## config.mk

```make
export PLATFORM = sky130hd
export DESIGN_NAME = store_buffer
export DESIGN_NICKNAME = d
export VERILOG_FILES = /design/src/rtl/store_buffer.sv
export SDC_FILE = /design/constraint.sdc
export NUM_CORES = 1
export LEC_CHECK = 0
export BUFFER_PORTS_ARGS = -buffer_cell sky130_fd_sc_hd__buf_2
export CAP_MARGIN = 30
export CORE_MARGIN = 4
export CORE_UTILIZATION = 55
export CTS_BUF_LIST = sky130_fd_sc_hd__clkbuf_4 sky130_fd_sc_hd__clkbuf_8 sky130_fd_sc_hd__clkbuf_16
export CTS_CLUSTER_SIZE = 12
export DETAILED_ROUTE_END_ITERATION = 16
export GPL_TIMING_DRIVEN = 0
export PLACE_DENSITY = 0.75
export SLEW_MARGIN = 20
export SYNTH_ARGS = -nofsm -noshare
export SYNTH_HDL_FRONTEND = slang
export SYNTH_SLANG_ARGS = --single-unit
```

## constraint.sdc

```tcl
create_clock -name Clk -period 5.3 [get_ports Clk]
set_input_delay 0.53 -clock Clk [delete_from_list [all_inputs] [get_ports Clk]]
set_output_delay 0.53 -clock Clk [all_outputs]
set_load 0.03 [all_outputs]
```

## src/rtl/store_buffer.sv

```systemverilog
// Posted-write store buffer: FIFO of pending {addr, data} stores drained into the memory write port when no load uses it.
// Optional STORE_COALESCE_EN: a store hitting the youngest entry overwrites its data in place.
module store_buffer #(
  parameter int DEPTH = 4,
  parameter int AW    = 16,
  parameter int DW    = 16
) (
  input  logic                     Clk,
  input  logic                     Rst,
  input  logic                     St_valid,
  input  logic [AW-1:0]            St_addr,
  input  logic [DW-1:0]            St_data,
  output logic                     St_ready,
  input  logic                     Ld_valid,
  input  logic [AW-1:0]            Ld_addr,
  output logic                     Ld_hit,
  output logic [DW-1:0]            Ld_data,
  output logic                     Memwrite,
  output logic [AW-1:0]            Mem_addr,
  output logic [DW-1:0]            Datawrite,
  output logic [$clog2(DEPTH):0]   Count,
  output logic                     Empty
);

  localparam int PW = $clog2(DEPTH);
  localparam int CW = PW + 1;
  localparam logic [CW-1:0] FULL_CNT = CW'(DEPTH);

  logic [AW-1:0]    addr_q [DEPTH];
  logic [DW-1:0]    data_q [DEPTH];
  logic [DEPTH-1:0] valid_q;
  logic [PW-1:0]    head_q;
  logic [PW-1:0]    tail_q;
  logic [CW-1:0]    count_q;

  logic empty;
  logic full;
  logic push;
  logic pop;
  logic coal;

  // Handshake: a store transfers on the rising edge where St_valid && St_ready;
  // St_ready is a function of current state only, never of the same-cycle pop.
  always_comb begin
    empty    = (count_q == '0);
    full     = (count_q == FULL_CNT);
    Memwrite = !empty && !Ld_valid;
    pop      = Memwrite;
  end

`ifdef STORE_COALESCE_EN
  logic [PW-1:0] tail_m1;
  logic          coal_match;

  // The youngest entry is also the head when only one is buffered; if it drains now it cannot be merged.
  always_comb begin
    tail_m1    = tail_q - PW'(1);
    coal_match = !empty && (addr_q[tail_m1] == St_addr) &&
                 !((count_q == CW'(1)) && Memwrite);
    coal       = St_valid && coal_match;
    St_ready   = !full || coal_match;
  end
`else
  always_comb begin
    coal     = 1'b0;
    St_ready = !full;
  end
`endif

  assign push = St_valid && St_ready && !coal;

  // Walk oldest to youngest so the last match wins, giving the youngest store's data.
  always_comb begin
    Ld_hit  = 1'b0;
    Ld_data = '0;
    for (int i = 0; i < DEPTH; i++) begin
      logic [PW-1:0] idx;
      idx = head_q + PW'(i);
      if (Ld_valid && valid_q[idx] && (addr_q[idx] == Ld_addr)) begin
        Ld_hit  = 1'b1;
        Ld_data = data_q[idx];
      end
    end
  end

  always_comb begin
    Mem_addr  = empty ? '0 : addr_q[head_q];
    Datawrite = empty ? '0 : data_q[head_q];
    Count     = count_q;
    Empty     = empty;
  end

  always_ff @(posedge Clk or posedge Rst) begin
    if (Rst) begin
      for (int i = 0; i < DEPTH; i++) begin
        addr_q[i] <= '0;
        data_q[i] <= '0;
      end
      valid_q <= '0;
      head_q  <= '0;
      tail_q  <= '0;
      count_q <= '0;
    end else begin
      if (push) begin
        addr_q[tail_q]  <= St_addr;
        data_q[tail_q]  <= St_data;
        valid_q[tail_q] <= 1'b1;
        tail_q          <= tail_q + PW'(1);
      end
`ifdef STORE_COALESCE_EN
      if (coal) begin
        data_q[tail_m1] <= St_data;
      end
`endif
      if (pop) begin
        valid_q[head_q] <= 1'b0;
        head_q          <= head_q + PW'(1);
      end
      count_q <= count_q + CW'(push) - CW'(pop);
    end
  end

endmodule

```

==> flow_summary.json <==
{
  "rsz0062_at_grt": "no",
  "nNetsFinal": 969,
  "drtIter0Drc": 798,
  "cts-root-buf": "clkbuf_16",
  "finalHoldViolCount": 0,
  "critPathSlowestCell": "dfrtp_1",
  "fp.dieW_um": 145,
  "dp.cells": 1111,
  "dieArea_um2": 21100,
  "outcome": "complete, no violations",
  "synth-edff-count": 0,
  "cts_sinks": 139,
  "chipHeight_um": 145,
  "worst_pin_slew_ps": 921,
  "cts.clk_slew.worst_paths_ps": 60,
  "stdcell_count": 1147,
  "ys_ff_latch": 139,
  "cts_buffers": 17,
  "synthFlopType": "dfrtp_1",
  "async_flop_share_pct": 100,
  "std_cell_rows": 49,
  "area_delta_synth_final_pct": 14.9,
  "synth_top_area_share_pct": 33.6,
  "syn_nets": 843,
  "grt_max_degree": 101,
  "routed_wl_um": 29900,
  "crit_type": "reg2out",
  "ant_nets": 0,
  "insertion_delay_ps": 440,
  "drive_gt1_share_pct": 49.8,
  "synthCells": 780,
  "n_antenna_cell": 0,
  "drc": 0,
  "crit_path_start_kind": "flip-flop",
  "grt_pass1_wl_um": 46400,
  "slew_headroom_pct": 38.6,
  "ys_types": 51,
  "cts_buffer_depth": 2,
  "critPathMostFrequentCell": "buf_6",
  "ctsHoldBuffers": 0,
  "worstPathArrival_ps": 4630,
  "worstPathRequired_ps": 4770,
  "via_per_inst": 6.82,
  "fin_util_pct": 65.2,
  "syn_area_um2": 10400,
  "antenna_found_initial": 0,
  "synth_common_cells": "139 x dfrtp_1, 133 x mux2_2, 119 x mux4_2, 42 x xnor2_1, 40 x nor2b_1",
  "syn_area_per_cell_um2": 13.3,
  "grt_pass1_vias": 7901,
  "wire_per_inst_um": 26.1,
  "yosysWarnings": 0,
  "fillers": 1353,
  "yosysMostFrequentCell": "dfrtp_1",
  "port_buffers": 100,
  "cts_tree": "done",
  "core-area_um2": 18300,
  "fin_crit_sh_pct": 97.3,
  "h-tree-depth": 4,
  "synth.area.top_cells": "dfrtp_1 34%, mux4_2 26%, mux2_2 14%, xnor2_1 3.5%, mux2i_1 2.4%",
  "min_period_ps": 5160,
  "cp-end-kind": "output port",
  "max_freq_mhz": 194,
  "hpwlAfterDp_um": 21300,
  "top_level_ports": 107,
  "setup_viol": 0,
  "drv_slew": 0,
  "clock_skew_ps": 6.40,
  "yosysTopAreaCell": "dfrtp_1",
  "whs_ps": 71.2,
  "min_path_type": "in2async",
  "max-cap-violations": 0,
  "grt_overflow": 0,
  "max_stage_delay_ps": 390,
  "grt_usage_pct": 28.4,
  "crit_chain": "buf_6 > buf_16 > inv_1 > ha_1 > clkbuf_4 > buf_6 > buf_6 > buf_6 > mux4_2 > xnor2_2 > nand3_2 > or2_2 > o2111ai_4 > buf_4 > nor2b_1 > o221a_2 > buf_2",
  "cp_max_fo": 19,
  "firstDrtPassIters": 7,
  "initial_utilization_pct": 56.7,
  "place.gp.congestion": 1.02,
  "ys_seq_area_share_pct": 33.6,
  "vias": 7824,
  "tns_ps": 0
}
[registers in the layout, indices dropped and copies added (netlist names)]
register  cells
head_q        2
Count         3
valid_q       4
data_q       64
tail_q        2
addr_q       64
[cell usage in the layout, fill, tap and decap left out, types with 11 or more instances in the layout]
| cell | instances |
|---|---|
| inv_1 | 18 |
| nor2_1 | 12 |
| mux2i_1 | 25 |
| nand2_1 | 11 |
| dfrtp_1 | 138 |
| buf_1 | 20 |
| nand3_1 | 36 |
| mux4_2 | 119 |
| nor2b_1 | 40 |
| mux2_2 | 133 |
| clkbuf_1 | 14 |
| clkbuf_16 | 17 |
| buf_2 | 110 |
| xnor2_1 | 40 |
| xor2_1 | 21 |
| or2_2 | 16 |
[through the flow]
step	setup slack, ps	area, um2
floorplan	545	10400
global route	0.862	11900
detailed placement	-1070	11200
CTS	63.5	11800
global placement	-1050	11200
finish	142	11900
[final timing paths]
| path | from | endpoint | slack [ps] | depth (start not counted) |
|---|---|---|---|---|
| setup reg to reg | head_q[1] | head_q[1] | 1970 | 12 |
| max in group asynchronous | Rst | head_q[0] | 4430 | 3 |
| hold / removal | Rst | data_q[63] | 70 | 2 |
| hold reg to reg | data_q[43] | data_q[43] | 580 | 1 |
| setup / recovery | head_q[1] | Ld_data[4] | 140 | 17 |
| min in group Clk | St_data[9] | data_q[25] | 360 | 2 |
[final cells by class]
| cell class | count | area (um2) | area share [%] |
|---|---|---|---|
| well taps | 229 | 287 | 2.41 |
| repair buffers | 111 | 639 | 5.37 |
| inverters | 20 | 86.3 | 0.725 |
| flip-flops and latches | 139 | 3480 | 29.2 |
| plain buffers | 61 | 367 | 3.08 |
| clock buffers | 19 | 447 | 3.75 |
| clock inverters | 12 | 101 | 0.851 |
| multi-input cells | 556 | 6500 | 54.6 |
[timing repair]
action                     in CTS  in global routing
gates cloned                    1                  0
pin swaps                       3                  1
gates resized for setup        16                  5
buffers inserted                4                  2
setup endpoints to repair      17                 16
[metal layers]
metal	GRT usage, %	vias to the layer above	part of all wire, %
met5	0	-	0
met2	42.4	447	46
li1	-	3294	-
met4	12.4	0	3.8
met1	39.0	4003	40
met3	8.26	80	10
[logic make-up after synthesis]
group                      count (synthesis)  share of synthesized area (%)
AOI/OAI and AO/OA                         58                           4.95
xor gates and xnor gates                  63                           5.32
adders and majority gates                 11                           1.40
buffers and inverters                     85                           4.08
DFF                                      139                           33.6
muxes                                    277                           42.7
and+or+nand+nor                          147                           7.96
[critical path: cells and delay by family, from the launching register on]
kind | cells | cell delay (ps)
AND/OR/NAND/NOR | 3 | 520
buffers and inverters | 9 | 1800
multiplexers | 1 | 370
AO/OA/AOI/OAI | 2 | 540
XOR/XNOR | 1 | 200
adder cells (fa/ha/maj) | 1 | 340
flip-flops | 1 | 390
Power is not shown: default switching activity piles up to over one toggle a cycle in this logic, so the estimate is an artifact.
